===== src/rtl/can_pkg.sv =====
// rtl/can_pkg.sv - shared types and constants for the CAN transmit bit serializer
package can_pkg;

    typedef enum logic [1:0] {
        ST_IDLE  = 2'd0,
        ST_ALIGN = 2'd1,
        ST_SEND  = 2'd2
    } tx_state_e;

    localparam int   STUFF_RUN = 5;
    localparam logic RECESSIVE = 1'b1;
    localparam logic DOMINANT  = 1'b0;

endpackage


===== src/rtl/can_bit_stuffer.sv =====
// rtl/can_bit_stuffer.sv - run-length tracker and stuff-bit insertion decision
module can_bit_stuffer
    import can_pkg::*;
#(
    parameter int LEN_W = 8
) (
    input  logic             clk,
    input  logic             rst,
    input  logic             clear,
    input  logic             push,
    input  logic             push_bit,
    input  logic [LEN_W-1:0] last_idx,
    input  logic [LEN_W-1:0] stuff_len,
    output logic             insert,
    output logic             stuff_bit
);

    logic [2:0] run_q, run_d;
    logic       last_q, last_d;

    // Runs saturate so long unstuffed tails cannot wrap back onto STUFF_RUN.
    always_comb begin
        run_d  = run_q;
        last_d = last_q;
        if (clear) begin
            run_d  = '0;
            last_d = RECESSIVE;
        end else if (push) begin
            last_d = push_bit;
            if (run_q == 3'd0 || push_bit != last_q) begin
                run_d = 3'd1;
            end else if (run_q != 3'd7) begin
                run_d = run_q + 3'd1;
            end
        end
    end

    always_ff @(posedge clk) begin
        if (rst) begin
            run_q  <= '0;
            last_q <= RECESSIVE;
        end else begin
            run_q  <= run_d;
            last_q <= last_d;
        end
    end

    assign insert    = (run_q == 3'(STUFF_RUN)) && (last_idx < stuff_len);
    assign stuff_bit = ~last_q;

endmodule


===== src/rtl/can_tx_bitstream.sv =====
// rtl/can_tx_bitstream.sv - CAN frame serializer with bit stuffing and readback checks
module can_tx_bitstream
    import can_pkg::*;
#(
    parameter int MAX_BITS = 128,
    parameter int LEN_W    = 8
) (
    input  logic                clk,
    input  logic                rst,
    input  logic                frame_valid,
    output logic                frame_ready,
    input  logic [MAX_BITS-1:0] frame_bits,
    input  logic [LEN_W-1:0]    frame_len,
    input  logic [LEN_W-1:0]    stuff_len,
    input  logic [LEN_W-1:0]    arb_len,
    input  logic [LEN_W-1:0]    ack_pos,
    input  logic                bit_end,
    input  logic                sample_point,
    input  logic                rx,
    output logic                tx,
    output logic                busy,
    output logic                done,
    output logic                ack_ok,
    output logic                arb_lost,
    output logic                bit_err
);

    tx_state_e           state_q, state_d;
    logic [MAX_BITS-1:0] sh_q, sh_d;
    logic [LEN_W-1:0]    idx_q, idx_d;
    logic [LEN_W-1:0]    flen_q, flen_d, slen_q, slen_d, alen_q, alen_d, apos_q, apos_d;
    logic                is_stuff_q, is_stuff_d;
    logic                tx_q, tx_d, done_q, done_d, ack_ok_q, ack_ok_d;
    logic                arb_lost_q, arb_lost_d, bit_err_q, bit_err_d;
    logic                st_clear, st_push, st_push_bit, st_insert, st_stuff_bit;
    logic                check_fail;

    can_bit_stuffer #(.LEN_W(LEN_W)) u_stuffer (
        .clk       (clk),
        .rst       (rst),
        .clear     (st_clear),
        .push      (st_push),
        .push_bit  (st_push_bit),
        .last_idx  (idx_q),
        .stuff_len (slen_q),
        .insert    (st_insert),
        .stuff_bit (st_stuff_bit)
    );

    always_comb begin
        state_d     = state_q;
        sh_d        = sh_q;
        idx_d       = idx_q;
        flen_d      = flen_q;
        slen_d      = slen_q;
        alen_d      = alen_q;
        apos_d      = apos_q;
        is_stuff_d  = is_stuff_q;
        tx_d        = tx_q;
        ack_ok_d    = ack_ok_q;
        done_d      = 1'b0;
        arb_lost_d  = 1'b0;
        bit_err_d   = 1'b0;
        st_clear    = 1'b0;
        st_push     = 1'b0;
        st_push_bit = tx_q;
        check_fail  = 1'b0;
        case (state_q)
            ST_IDLE: begin
                tx_d = RECESSIVE;
                if (frame_valid) begin
                    sh_d       = frame_bits;
                    flen_d     = (frame_len > LEN_W'(MAX_BITS)) ? LEN_W'(MAX_BITS) : frame_len;
                    slen_d     = stuff_len;
                    alen_d     = arb_len;
                    apos_d     = ack_pos;
                    idx_d      = '0;
                    is_stuff_d = 1'b0;
                    ack_ok_d   = 1'b0;
                    st_clear   = 1'b1;
                    state_d    = ST_ALIGN;
                end
            end
            ST_ALIGN: begin
                if (bit_end) begin
                    if (flen_q == '0) begin
                        done_d  = 1'b1;
                        state_d = ST_IDLE;
                    end else begin
                        tx_d        = sh_q[0];
                        sh_d        = sh_q >> 1;
                        idx_d       = '0;
                        is_stuff_d  = 1'b0;
                        st_push     = 1'b1;
                        st_push_bit = sh_q[0];
                        state_d     = ST_SEND;
                    end
                end
            end
            ST_SEND: begin
                // The readback check on the current bit wins over a coincident advance.
                if (sample_point) begin
                    if (idx_q == apos_q && !is_stuff_q) begin
                        ack_ok_d = ~rx;
                    end else if (tx_q == RECESSIVE && rx == DOMINANT && idx_q < alen_q && !is_stuff_q) begin
                        arb_lost_d = 1'b1;
                        check_fail = 1'b1;
                    end else if (rx != tx_q) begin
                        bit_err_d  = 1'b1;
                        check_fail = 1'b1;
                    end
                end
                if (check_fail) begin
                    tx_d    = RECESSIVE;
                    state_d = ST_IDLE;
                end else if (bit_end) begin
                    if (st_insert) begin
                        tx_d        = st_stuff_bit;
                        is_stuff_d  = 1'b1;
                        st_push     = 1'b1;
                        st_push_bit = st_stuff_bit;
                    end else if (({1'b0, idx_q} + 1'b1) < {1'b0, flen_q}) begin
                        tx_d        = sh_q[0];
                        sh_d        = sh_q >> 1;
                        idx_d       = idx_q + 1'b1;
                        is_stuff_d  = 1'b0;
                        st_push     = 1'b1;
                        st_push_bit = sh_q[0];
                    end else begin
                        tx_d    = RECESSIVE;
                        done_d  = 1'b1;
                        state_d = ST_IDLE;
                    end
                end
            end
            default: begin
                tx_d    = RECESSIVE;
                state_d = ST_IDLE;
            end
        endcase
    end

    always_ff @(posedge clk) begin
        if (rst) begin
            state_q    <= ST_IDLE;
            sh_q       <= '0;
            idx_q      <= '0;
            flen_q     <= '0;
            slen_q     <= '0;
            alen_q     <= '0;
            apos_q     <= '0;
            is_stuff_q <= 1'b0;
            tx_q       <= RECESSIVE;
            done_q     <= 1'b0;
            ack_ok_q   <= 1'b0;
            arb_lost_q <= 1'b0;
            bit_err_q  <= 1'b0;
        end else begin
            state_q    <= state_d;
            sh_q       <= sh_d;
            idx_q      <= idx_d;
            flen_q     <= flen_d;
            slen_q     <= slen_d;
            alen_q     <= alen_d;
            apos_q     <= apos_d;
            is_stuff_q <= is_stuff_d;
            tx_q       <= tx_d;
            done_q     <= done_d;
            ack_ok_q   <= ack_ok_d;
            arb_lost_q <= arb_lost_d;
            bit_err_q  <= bit_err_d;
        end
    end

    assign frame_ready = (state_q == ST_IDLE);
    assign busy        = (state_q != ST_IDLE);
    assign tx          = tx_q;
    assign done        = done_q;
    assign ack_ok      = ack_ok_q;
    assign arb_lost    = arb_lost_q;
    assign bit_err     = bit_err_q;

endmodule


===== config.mk =====
export PLATFORM = sky130hd
export DESIGN_NAME = can_tx_bitstream
export DESIGN_NICKNAME = d
export VERILOG_FILES = /design/src/rtl/can_pkg.sv /design/src/rtl/can_bit_stuffer.sv /design/src/rtl/can_tx_bitstream.sv
export SDC_FILE = /design/constraint.sdc
export NUM_CORES = 1
export LEC_CHECK = 0
export CAP_MARGIN = 20
export CORE_ASPECT_RATIO = 0.7
export CORE_MARGIN = 1.5
export CORE_UTILIZATION = 41
export DETAILED_ROUTE_END_ITERATION = 6
export PLACE_DENSITY = 0.67
export SETUP_SLACK_MARGIN = 0.5
export SLEW_MARGIN = 10
export SYNTH_ARGS = -nofsm -noshare
export SYNTH_HDL_FRONTEND = slang
export SYNTH_HIERARCHICAL = 1
export SYNTH_SLANG_ARGS = --single-unit

===== constraint.sdc =====
create_clock -name clk -period 3.2 [get_ports clk]
set_input_delay 0.48 -clock clk [delete_from_list [all_inputs] [get_ports clk]]
set_output_delay 0.48 -clock clk [all_outputs]
set_load 0.01 [all_outputs]

# Yosys cells after proc, flatten, opt, wreduce, memory -nomap -nowiden
# Cells that the tools add are included.
# Widths: inputs -> output; s select.
# word_totals
reg_bits,180
inputBits,166
output_inout_bits,7
elab_cells,141
# op_classes
add_sub_neg,3
order_cmp,4
n_eq_ne,20
n_mux,72
bitwise_logic,4
reduce_logical,23
# ops
op,n
$mux 128,7
$pmux 128 s3,1
$mux 8,8
$mux 1,39
$pmux 8 s3,1
$ne 2x2->1 const B,9
$lt 8x8->1,2
$ne 3x3->1 const B,5
$mux 2,7
$pmux 1 s2,5
$add 8x1->9 const B,1
$lt 9x8->1,1
$add 8x1->8 const B,1
$eq 8x8->1,1
$gt 8x8->1 const B,1
$logic_not 8->1,1
$reduce_and 8->1,1
$reduce_and 7->1,1
$mux 3,2
$pmux 2 s3,1
$reduce_bool 2->1,3
$logic_and 1x1->1,5
$reduce_and 5->1,1
$reduce_or 5->1,1
16 further kinds,21

# Longest topological paths before layout
# Gate-level depths: netlist of run 1.
# depth
depth_word,14
mapped_depth,17

# Modules after synthesis
# The synthesis of run 1 kept the hierarchy.
# modules_own_cells
mod,instances,cells_each,area_each_um2
can_tx_bitstream,1,945,9676.8
can_bit_stuffer,1,53,444.2

# Worst setup path before layout of run 1
# No wires, ideal clock.
# synth_timing
path_kind,register -> register
from,reg idx_q[2]
to,reg u_stuffer.run_q[1]
arrival_time_ns,3.422
required_time_ns,3.109
slack_ns,-0.313
stages_incl_launch_ff,18
path_buffers,1
path_cell_list,dfxtp_1 > buf_2 > and3_1 > nand3_1 > nor3_1 > xnor2_1 > inv_1 > ha_1 > nand3_1 > o22ai_1 > a211o_1 > o21ai_0 > o211ai_1 > a22o_1 > o31a_1 > xnor2_2 > nand4_1 > a311oi_1
# synth_via
elab_chain_cells,13
# synth_rtl
element,line_no,text
from (decl),can_tx_bitstream.sv:30,"logic [LEN_W-1:0] idx_q, idx_d;"
from (signal assigned),can_tx_bitstream.sv:161,idx_q <= idx_d;
"parallel branches: the longest is 7 deep, another holds $add 8x1->9",--,
$mux 1 *,can_tx_bitstream.sv:113,if (check_fail) begin
$pmux 1 s2 *,can_tx_bitstream.sv:68,case (state_q)
via st_push_bit,can_tx_bitstream.sv:35,"logic st_clear, st_push, st_push_bit, st_insert, st_stuff_bit;"
$ne 1x1->1 *,can_bit_stuffer.sv:30,if (run_q == 3'd0 || push_bit != last_q) begin
$logic_or 1x1->1 *,can_bit_stuffer.sv:30,
$reduce_bool 2->1 (no line),--,
$reduce_and 2->1 (no line),--,
to (signal assigned),can_bit_stuffer.sv:43,run_q <= run_d;
to (decl),can_bit_stuffer.sv:18,"logic [2:0] run_q, run_d;"
# Mark *: on every way through the listed nets, which the timed path passes. The select of a mux whose other input is x is not followed.
# A chain may end at the register's enable or synchronous reset.

# Worst setup path in the final report of run 1
# layout_timing
from,reg idx_q[0]
to,reg sh_q[20]
# layout_via
elab_chain_cells,9
# layout_rtl
element,line_no,text
"parallel branches: the longest is 8 deep, another holds $add 8x1->9",--,
$reduce_and 8->1 (no line) *,--,
to (signal assigned),can_tx_bitstream.sv:146,sh_q <= '0;
to (signal assigned),can_tx_bitstream.sv:160,sh_q <= sh_d;
to (decl),can_tx_bitstream.sv:29,"logic [MAX_BITS-1:0] sh_q, sh_d;"
# Mark *: on every way between the ends. The select of a mux whose other input is x is not followed.

==> qor.txt, run 1 <==
final hold vios -> 0
CTS buffer count -> 17
Final setup viols -> 23
fmax -> 0.309 GHz
Skew-Pair Late Insertion Delay -> 0.44 ns
DP HPWL -> 16.5 mm
GRT Util Overall -> 0.223
fill count -> 1923
Slew @ Worst Pin -> 0.967 ns
global-route wire length before repair -> 45.4 mm
total core area -> 23900 µm²
final WL -> 29.8 mm
RSZ-0062 raised after global routing -> yes
Critical Path Start Type -> flop
LEAKAGE -> 5.92 nW
via count -> 8486
clock net sink count -> 180
Max Cap Violations -> 0
violated checks -> setup timing
Routed met3 length -> 1.67 mm
vias in the first global route -> 8344
Top FF cell, synth -> dfxtp_1
Max Slew Vio Count -> 0
number of synthesis warnings -> 6
fraction of layout cells with a size suffix above 1 -> 0.263
CTS tree -> done
number of I/O port buffers -> 172
placement row count -> 47
H-tree depth -> 4
P&R area growth vs syn -> 46.1%
Setup Skew -> 0.00920 ns
DRC -> 0
CP Capture Type -> flop
DRT Pass-1 Iters -> 5
cell taking the most area after synthesis -> dfxtp_1
full die area -> 25700 µm²
relative slew slack -> 0.355
Post-layout nets -> 1426
maximum buffer depth of the clock tree -> 2
worst vdd ir -> 0.646 mV
Final Cycle Share -> 1.01
initial antenna violation count -> 2
Initial Util -> 0.423
io pins -> 173
crit-path max FO -> 6
final hold slack -> 0.459 ns
async set or reset register ratio after synthesis -> 0
DR WL met2 -> 13.2 mm
syn nets -> 1195
Hold Crit Class -> reg -> reg
total power -> 0.0146 W
die height -> 134 µm
register area share after synthesis -> 0.356
status -> complete, but fails checks
Critical Path RT -> 3.49 ns
# hold bufs at CTS -> 0
EDFF count, synth -> 0
Routed WL per cell -> 19.1 µm
fin crit period -> 3.24 ns
dpl cells -> 1443
met1 wire length -> 14.6 mm
Cell variety after synth -> 58
GPL Wtd Cong -> 0.824
pin count of the biggest net entering global routing -> 127
post-layout util -> 0.618
post-route setup TNS -> -0.343 ns
root buf cell -> clkbuf_16
Critical Path AT -> 3.53 ns
final worst slack -> -0.0403 ns
Die Span X -> 191 µm
DR top layer -> met5
Congestion Overflow GR -> 0
syn_area_per_cell -> 10.1 µm²
PwrDens -> 985 nW/µm²
Yosys top cell area share -> 0.356
critical path type -> reg -> reg
Cells after Synth -> 998
Post-Layout Cell Count -> 1561
Starting DRT DRC Count -> 350
post-route ant nets -> 0
#FFs+latches synth -> 180
CTS clk-pin slew, worst paths -> 0.07 ns
Synth Cell Area -> 10100 µm²
top post-synthesis cells by area -> dfxtp_1, a211oi_2, mux2i_1
Via-to-Cell Ratio -> 5.44
[Yosys cell counts, types with 6 or more instances]
master,count
a211oi_1,22
a211oi_2,111
a21oi_1,44
and3b_1,127
buf_2,8
buf_4,8
buf_6,13
clkbuf_1,56
dfxtp_1,180
ha_1,31
inv_1,45
mux2i_1,131
nand2_1,74
nand2b_1,7
nand3_1,12
nand3b_1,8
nand4_1,9
nor2_1,13
nor3_1,6
o21ai_0,6
xnor2_1,12
[report_power, final]
group          internal [W]  switching, W
Clock               0.00110      0.000971
Combinational       0.00514       0.00402
Sequential          0.00297      0.000376
Total               0.00921       0.00536
[cells in the final DEF, fill, tap and decap left out, types with 9 or more instances in the layout]
| cell type | count |
|---|---|
| a211oi_1 | 15 |
| a211oi_2 | 115 |
| a21oi_1 | 42 |
| and3b_1 | 127 |
| buf_12 | 24 |
| buf_16 | 27 |
| buf_4 | 47 |
| buf_6 | 17 |
| clkbuf_16 | 25 |
| clkdlybuf4s50_1 | 171 |
| dfxtp_1 | 176 |
| ha_1 | 25 |
| inv_1 | 44 |
| mux2i_1 | 131 |
| nand2_1 | 73 |
| nand4_1 | 9 |
| nor2_1 | 12 |
[through the flow]
step | area (µm²) | setup WS, ns
global placement | 12300 | -0.0695
CTS | 14300 | 0.0259
floorplan | 10200 | 0.121
global route | 14800 | -0.170
finish | 14800 | -0.0403
detailed placement | 12300 | -0.111
[layer usage]
| layer | track usage | vias to the layer above |
|---|---|---|
| met2 | 0.341 | 204 |
| met5 | 0 | - |
| met3 | 0.0587 | 24 |
| met1 | 0.312 | 4114 |
| met4 | 0.0525 | 2 |
| li1 | - | 4142 |
[state kept, by name, summed over array words and instances, names as in the netlist]
register and count:
sh_q 128, alen_q 8, apos_q 8, flen_q 8
idx_q 8, slen_q 8, u_stuffer/run_q 3, state_q 2
ack_ok 1, arb_lost 1, bit_err 1, done 1
is_stuff_q 1, tx 1, u_stuffer/last_q 1
[path summary, 6_finish.rpt]
kind,start,to,slack [ns],cells past startpoint
worst max-delay path,idx_q[0]$_SDFFE_PP0P_,sh_q[20]$_SDFFE_PP0P_,-0.04,20
worst min-delay path,slen_q[6]$_SDFFE_PP0P_,slen_q[6]$_SDFFE_PP0P_,0.46,2
worst max register to register,idx_q[0]$_SDFFE_PP0P_,sh_q[20]$_SDFFE_PP0P_,-0.04,20
worst min register to register,slen_q[6]$_SDFFE_PP0P_,slen_q[6]$_SDFFE_PP0P_,0.46,2
[critical path, cell delays in order (launching register included)]
cell       delay, ns
dfxtp_4         0.38
and3_4          0.21
nand3_4         0.09
nor3_4          0.19
xnor2_2         0.16
inv_2           0.08
ha_4            0.23
nand3_4         0.08
o22ai_2         0.06
a211o_1         0.29
buf_6           0.14
nor2_4          0.09
buf_6           0.11
o2111ai_4       0.12
buf_12          0.19
nand2_8         0.08
buf_12          0.14
buf_12          0.14
buf_12          0.11
buf_16          0.11
a211oi_2        0.06
[cells by family (layout without fill, tap and decap cells)]
kind of cell	after synthesis	after routing	synth area share
simple gates	283	283	0.186
compound gates	222	222	0.211
flops	180	180	0.356
buf+inv	134	378	0.0633
mux	133	133	0.132
fa+ha+maj	31	31	0.0383
xor+xnor	15	15	0.0137
other cells	0	1	0
[area by class of cell]
class,instances,area [µm²],area share
Antenna cell,1,2.50,0.000169
Timing Repair Buffer,301,3780,0.256
Sequential cell,180,3610,0.244
Tap cell,318,398,0.0269
Clock buffer,18,439,0.0297
Clock inverter,14,129,0.00871
Inverter,45,169,0.0114
Multi-Input combinational cell,684,6250,0.423
[repair_timing]
action | 4_1_cts | 5_1_grt
pin swaps | 41 | 64
gates resized for setup | 84 | 27
setup buffers | 39 | 12
endpoints found under the hold margin | 0 | 0
endpoints found under the setup margin | 145 | 145
cloned | 24 | 10
Power figures use the tool's default switching activity.
==> run 2: changes to the inputs <==
--- a/config.mk
+++ b/config.mk
@@ -5,13 +5,16 @@
 export SDC_FILE = /design/constraint.sdc
 export NUM_CORES = 1
 export LEC_CHECK = 0
+export ABC_AREA = 0
 export CAP_MARGIN = 20
 export CORE_ASPECT_RATIO = 0.7
 export CORE_MARGIN = 1.5
 export CORE_UTILIZATION = 41
 export DETAILED_ROUTE_END_ITERATION = 6
+export HOLD_SLACK_MARGIN = 0.05
 export PLACE_DENSITY = 0.67
 export SETUP_SLACK_MARGIN = 0.5
+export SKIP_CTS_REPAIR_TIMING = 1
 export SLEW_MARGIN = 10
 export SYNTH_ARGS = -nofsm -noshare
 export SYNTH_HDL_FRONTEND = slang
==> run 2 against run 1 <==
The run still ends with setup timing left. Clock skew shrank 0.00092 ns. Flip-flop and latch count did not move. Final cell count fell by 1.6%. Global-route usage shrank 2.8 points. Non-clock buffer count decreased by 27. Total power is 8.5% lower. Register-to-register slack barely moved. Cell area shrank 4.5%. First-iteration DRC count increased by 28%. Critical path depth decreased by 4. Sequential power hardly changed. Combinational power decreased by 13%.
==> qor.txt, run 2 (synthesis results as in run 1) <==
status -> complete, but fails checks (unchanged)
violated checks -> setup timing (unchanged)
pin count of the biggest net entering global routing -> 127 (unchanged)
final WL -> 28.8 mm (was 29.8 mm)
most common cell after layout, fill and taps aside -> dfxtp_1 (unchanged)
DRC -> 0 (unchanged)
Routed WL per cell -> 18.8 µm (was 19.1 µm)
critical path startpoint -> idx_q[0]$_SDFFE_PP0P_ (unchanged)
root buf cell -> clkbuf_16 (unchanged)
pre-CTS worst setup slack -> -0.111 ns (unchanged)
Crit path top cell by count -> buf_12 (unchanged)
post-layout util -> 0.590 (was 0.618)
placement row count -> 47 (unchanged)
Final setup viols -> 53 (was 23)
PwrDens -> 944 nW/µm² (was 985 nW/µm²)
dpl cells -> 1443 (unchanged)
GPL Wtd Cong -> 0.824 (unchanged)
Post-Layout Cell Count -> 1536 (was 1561)
Max Slew Vio Count -> 0 (unchanged)
R2R Path End -> sh_q[90]$_SDFFE_PP0P_ (was sh_q[20]$_SDFFE_PP0P_)
GRT Util Overall -> 0.195 (was 0.223)
Via-to-Cell Ratio -> 5.42 (was 5.44)
H-tree depth -> 4 (unchanged)
maximum buffer depth of the clock tree -> 2 (unchanged)
Initial Util -> 0.423 (unchanged)
Setup Skew -> 0.00828 ns (was 0.00920 ns)
via count -> 8318 (was 8486)
Max Cap Violations -> 0 (unchanged)
Die Span X -> 191 µm (unchanged)
GR peak layer -> met2 (unchanged)
area of the multi-input gates -> 6220 µm² (was 6250 µm²)
FF-to-FF path depth -> 16 (was 20)
Skew-Pair Late Insertion Delay -> 0.44 ns (about the same)
CTS buffer count -> 17 (unchanged)
CTS clk-pin slew, worst paths -> 0.07 ns (about the same)
FF-to-FF setup slack -> -0.04 ns (about the same)
fmax -> 0.308 GHz (was 0.309 GHz)
final hold slack -> 0.459 ns (about the same)
CP peak stage delay -> 0.39 ns (was 0.38 ns)
LEAKAGE -> 5.64 nW (was 5.92 nW)
total core area -> 23900 µm² (unchanged)
full die area -> 25700 µm² (unchanged)
clock net sink count -> 180 (unchanged)
Congestion Overflow GR -> 0 (unchanged)
Post-layout nets -> 1402 (was 1426)
die height -> 134 µm (unchanged)
Critical Path RT -> 3.50 ns (was 3.49 ns)
Critical Path, Cell by Cell -> ha_4, and3_4, nand3_4, xnor2_2, ha_1, a21o_1, a211o_1, buf_4, nor2_4, buf_6, o2111ai_4, buf_12, nand2_8, buf_12, clkbuf_16, a211oi_2 (was and3_4, nand3_4, nor3_4, xnor2_2, inv_2, ha_4, nand3_4, o22ai_2, a211o_1, buf_6, nor2_4, buf_6, o2111ai_4, buf_12, nand2_8, buf_12, buf_12, buf_12, buf_16, a211oi_2)
number of I/O port buffers -> 172 (unchanged)
relative slew slack -> 0.348 (was 0.355)
reg-to-reg startpoint -> idx_q[0]$_SDFFE_PP0P_ (unchanged)
fill count -> 2009 (was 1923)
worst setup path end -> sh_q[90]$_SDFFE_PP0P_ (was sh_q[20]$_SDFFE_PP0P_)
critical path type -> reg -> reg (unchanged)
FF/Latch Area -> 3610 µm² (unchanged)
Hold Crit Class -> reg -> reg (unchanged)
Ant. Diodes -> 0 (was 1)
Critical Path AT -> 3.54 ns (was 3.53 ns)
fin crit period -> 3.24 ns (about the same)
crit-path max FO -> 8 (was 6)
io pins -> 173 (unchanged)
Final Cycle Share -> 1.01 (about the same)
DRT Pass-1 Iters -> 5 (unchanged)
vias in the first global route -> 7789 (was 8344)
final worst slack -> -0.0421 ns (was -0.0403 ns)
met1 usage -> 0.276 (was 0.312)
Worst path slowest cell -> dfxtp_4 (unchanged)
total power -> 0.0133 W (was 0.0146 W)
Starting DRT DRC Count -> 449 (was 350)
met3 GRT Util -> 0.0541 (was 0.0587)
CP Capture Type -> flop (unchanged)
Slew @ Worst Pin -> 0.979 ns (was 0.967 ns)
P&R area growth vs syn -> 39.5% (was 46.1%)
post-route ant nets -> 0 (unchanged)
max reg flops -> 128 (unchanged)
fraction of layout cells with a size suffix above 1 -> 0.245 (was 0.263)
RSZ-0062 raised after global routing -> yes (unchanged)
DP HPWL -> 16.5 mm (unchanged)
CTS tree -> done (unchanged)
global-route wire length before repair -> 40.5 mm (was 45.4 mm)
worst vdd ir -> 0.633 mV (was 0.646 mV)
final hold vios -> 0 (unchanged)
Critical Path Start Type -> flop (unchanged)
M2 GR Usage -> 0.292 (was 0.341)
Top reg by flops -> sh_q (unchanged)
initial antenna violation count -> 1 (was 2)
most frequent cells in the layout -> dfxtp_1, clkdlybuf4s50_1, mux2i_1 (unchanged)
[run 2: cell count changes in the layout (fill, tap and decap cells not counted), moves of 2 or more]
cell / previous run / this run
a211oi_2: 115 / 117
a211oi_4: 3 / 0
buf_12: 24 / 12
buf_16: 27 / 5
clkbuf_16: 25 / 35
ha_1: 25 / 27
ha_4: 6 / 4
nand2_8: 1 / 4
nor3_2: 0 / 2
[run 2: how the worst min path moves through the flow]
stage | startpoint | to | cells after the start
6_report | slen_q[6]$_SDFFE_PP0P_ | slen_q[6]$_SDFFE_PP0P_ | 2
5_1_grt | slen_q[7]$_SDFFE_PP0P_ | slen_q[7]$_SDFFE_PP0P_ | 2
4_1_cts | slen_q[7]$_SDFFE_PP0P_ | slen_q[7]$_SDFFE_PP0P_ | 2
3_5_place_dp | slen_q[7]$_SDFFE_PP0P_ | slen_q[7]$_SDFFE_PP0P_ | 2
3_3_place_gp | alen_q[2]$_SDFFE_PP0P_ | alen_q[2]$_SDFFE_PP0P_ | 2
2_1_floorplan | alen_q[0]$_SDFFE_PP0P_ | alen_q[0]$_SDFFE_PP0P_ | 2
[run 2: area by class of cell]
class | count | share of cell area
well taps | 318 | 0.0282
multi-input cells | 687 | 0.440
inverters | 45 | 0.0120
repair buffers | 274 | 0.223
flip-flops and latches | 180 | 0.256
clock inverters | 14 | 0.00913
clock buffers | 18 | 0.0311
[run 2: through the flow]
step                setup TNS [ns]  instance area, µm²
floorplan                        0               10200
global placement            -0.175               12300
detailed placement           -1.31               12300
CTS                          -3.27               12900
global route                -11.35               14100
finish                       -1.13               14100
[run 2: power breakdown]
part | switching [W] | leakage (nW) | internal, W
clock network | 0.000962 | 0.262 | 0.00110
logic | 0.00377 | 3.89 | 0.00417
registers | 0.000366 | 1.49 | 0.00297
total | 0.00510 | 5.64 | 0.00824
[run 2: metal layers]
metal,wire length (µm),vias up
met5,11,-
met4,228,2
met3,1680,21
met2,12600,192
met1,14300,4006
li1,-,4097
[run 2: critical path, delay by kind of cell, from the launching register on]
family                     cells  cell delay (ns)
xor gates and xnor gates       1             0.18
adders and majority gates      2             0.47
DFF                            1             0.39
buffers and inverters          5             0.80
and+or+nand+nor                4             0.51
AOI/OAI and AO/OA              4             0.74
==> run 3: changes to the inputs <==
--- a/config.mk
+++ b/config.mk
@@ -8,8 +8,8 @@
 export ABC_AREA = 0
 export CAP_MARGIN = 20
 export CORE_ASPECT_RATIO = 0.7
-export CORE_MARGIN = 1.5
 export CORE_UTILIZATION = 41
+export CTS_CLUSTER_SIZE = 25
 export DETAILED_ROUTE_END_ITERATION = 6
 export HOLD_SLACK_MARGIN = 0.05
 export PLACE_DENSITY = 0.67
==> run 3 against run 2 <==
The run still ends with setup timing left. Die area fell by 1.3%. Wire length fell by 5.4%. Sequential power is essentially flat. Utilization decreased by 3.8 points. First-iteration DRC count is 8.0% higher. Highest routed layer unchanged. Clock skew decreased by 0.00069 ns. Worst setup slack better by 0.034 ns. Final cell count decreased by 2.9%. Register-to-register slack improved by 0.03 ns. Fmax grew 1.1%. Via count is 3.0% lower. Non-clock buffer count decreased by 43.
==> qor.txt, run 3 (synthesis results as in run 1) <==
status -> complete, but fails checks (unchanged)
violated checks -> setup timing (unchanged)
Top reg by flops -> sh_q (unchanged)
max reg flops -> 128 (unchanged)
total core area -> 23900 µm² (unchanged)
GPL Wtd Cong -> 0.874 (was 0.824)
final worst slack -> -0.00833 ns (was -0.0421 ns)
worst vdd ir -> 0.666 mV (was 0.633 mV)
CTS clk-pin slew, worst paths -> 0.07 ns (about the same)
Skew-Pair Late Insertion Delay -> 0.44 ns (about the same)
Slew @ Worst Pin -> 0.995 ns (was 0.979 ns)
LEAKAGE -> 5.22 nW (was 5.64 nW)
fraction of layout cells with a size suffix above 1 -> 0.204 (was 0.245)
post-route ant nets -> 0 (unchanged)
number of I/O port buffers -> 172 (unchanged)
Via-to-Cell Ratio -> 5.41 (was 5.42)
Setup Skew -> 0.00760 ns (was 0.00828 ns)
FF/Latch Area -> 3610 µm² (unchanged)
root buf cell -> clkbuf_16 (unchanged)
area of the multi-input gates -> 6090 µm² (was 6220 µm²)
critical path type -> reg -> reg (unchanged)
Max Slew Vio Count -> 0 (unchanged)
post-layout util -> 0.552 (was 0.590)
relative slew slack -> 0.337 (was 0.348)
Post-layout nets -> 1358 (was 1402)
Starting DRT DRC Count -> 485 (was 449)
P&R area growth vs syn -> 30.5% (was 39.5%)
CTS tree -> done (unchanged)
GRT Util Overall -> 0.201 (was 0.195)
io pins -> 173 (unchanged)
Worst path slowest cell -> a2111oi_1 (was dfxtp_4)
full die area -> 25300 µm² (was 25700 µm²)
Die Span X -> 190 µm (was 191 µm)
Final Cycle Share -> 1.00 (was 1.01)
final WL -> 27.3 mm (was 28.8 mm)
FF-to-FF setup slack -> -0.008 ns (was -0.04 ns)
CP peak stage delay -> 0.51 ns (was 0.39 ns)
Final setup viols -> 1 (was 53)
via count -> 8068 (was 8318)
Critical Path RT -> 3.54 ns (was 3.50 ns)
final hold vios -> 0 (unchanged)
CP Capture Type -> flop (unchanged)
Congestion Overflow GR -> 0 (unchanged)
global-route wire length before repair -> 41.1 mm (was 40.5 mm)
pre-CTS worst setup slack -> -0.00581 ns (was -0.111 ns)
dpl cells -> 1438 (was 1443)
fin crit period -> 3.21 ns (was 3.24 ns)
fmax -> 0.312 GHz (was 0.308 GHz)
most common cell after layout, fill and taps aside -> dfxtp_1 (unchanged)
Routed WL per cell -> 18.3 µm (was 18.8 µm)
maximum buffer depth of the clock tree -> 2 (unchanged)
DRC -> 0 (unchanged)
Max Cap Violations -> 0 (unchanged)
final hold slack -> 0.457 ns (was 0.459 ns)
CTS buffer count -> 17 (unchanged)
Post-Layout Cell Count -> 1492 (was 1536)
pin count of the biggest net entering global routing -> 130 (was 127)
Ant. Diodes -> 0 (unchanged)
vias in the first global route -> 7743 (was 7789)
H-tree depth -> 4 (unchanged)
placement row count -> 47 (unchanged)
clock net sink count -> 180 (unchanged)
Initial Util -> 0.423 (unchanged)
die height -> 133 µm (was 134 µm)
RSZ-0062 raised after global routing -> yes (unchanged)
fill count -> 2102 (was 2009)
crit-path max FO -> 6 (was 8)
Critical Path, Cell by Cell -> buf_4, ha_1, a2111oi_1, o211a_1, inv_1, a211oi_1, o211ai_1, a22o_1, o31a_1, xnor2_2, nand3_1, a311oi_1 (was ha_4, and3_4, nand3_4, xnor2_2, ha_1, a21o_1, a211o_1, buf_4, nor2_4, buf_6, o2111ai_4, buf_12, nand2_8, buf_12, clkbuf_16, a211oi_2)
initial antenna violation count -> 1 (unchanged)
most frequent cells in the layout -> dfxtp_1, clkdlybuf4s50_1, mux2i_1 (unchanged)
PwrDens -> 898 nW/µm² (was 944 nW/µm²)
DP HPWL -> 16.5 mm (about the same)
DRT Pass-1 Iters -> 5 (unchanged)
Critical Path AT -> 3.55 ns (was 3.54 ns)
Hold Crit Class -> reg -> reg (unchanged)
Critical Path Start Type -> flop (unchanged)
## run 3: cell type report
type / instances / area share
tap: 318 / 0.0301
timing repair buffer: 231 / 0.178
inverter: 45 / 0.0128
sequential: 180 / 0.274
clock inverter: 11 / 0.00957
clock buffer: 21 / 0.0349
multi-input combinational: 686 / 0.461
## run 3: worst paths after layout
check,end,cells past startpoint,start
max reg2reg,u_stuffer/run_q[2]$_SDFFE_PP0P_,12,idx_q[1]$_SDFFE_PP0P_
min reg2reg,slen_q[6]$_SDFFE_PP0P_,2,slen_q[6]$_SDFFE_PP0P_
min,slen_q[6]$_SDFFE_PP0P_,2,slen_q[6]$_SDFFE_PP0P_
max,u_stuffer/run_q[2]$_SDFFE_PP0P_,12,idx_q[1]$_SDFFE_PP0P_
## run 3: metal layers
layer | part of all wire | vias up | track usage
li1 | - | 4003 | -
met2 | 0.43 | 169 | 0.296
met3 | 0.042 | 24 | 0.0411
met5 | 0.00044 | - | 0
met1 | 0.51 | 3870 | 0.296
met4 | 0.0098 | 2 | 0.0515
## run 3: critical path: cells and delay by family (launching register included)
family | cells | cell delay [ns]
flip-flops | 1 | 0.36
AND/OR/NAND/NOR | 1 | 0.13
XOR/XNOR | 1 | 0.27
buffers and inverters | 2 | 0.22
AO/OA/AOI/OAI | 7 | 1.86
adder cells (fa/ha/maj) | 1 | 0.26
## run 3: power breakdown
part / internal [W] / switching, W / leakage [nW]
sequential: 0.00297 / 0.000364 / 1.49
combinational: 0.00305 / 0.00336 / 3.45
clock: 0.00120 / 0.000928 / 0.276
## run 3: stage by stage
stage	power, W	area, µm²	TNS [ns]
finish	0.0119	13200	-0.00833
global route	0.0126	13200	-3.14
CTS	0.0115	12900	-0.0727
detailed placement	0.00930	12300	-0.00581
global placement	0.00922	12300	0
floorplan	0.00800	10200	0
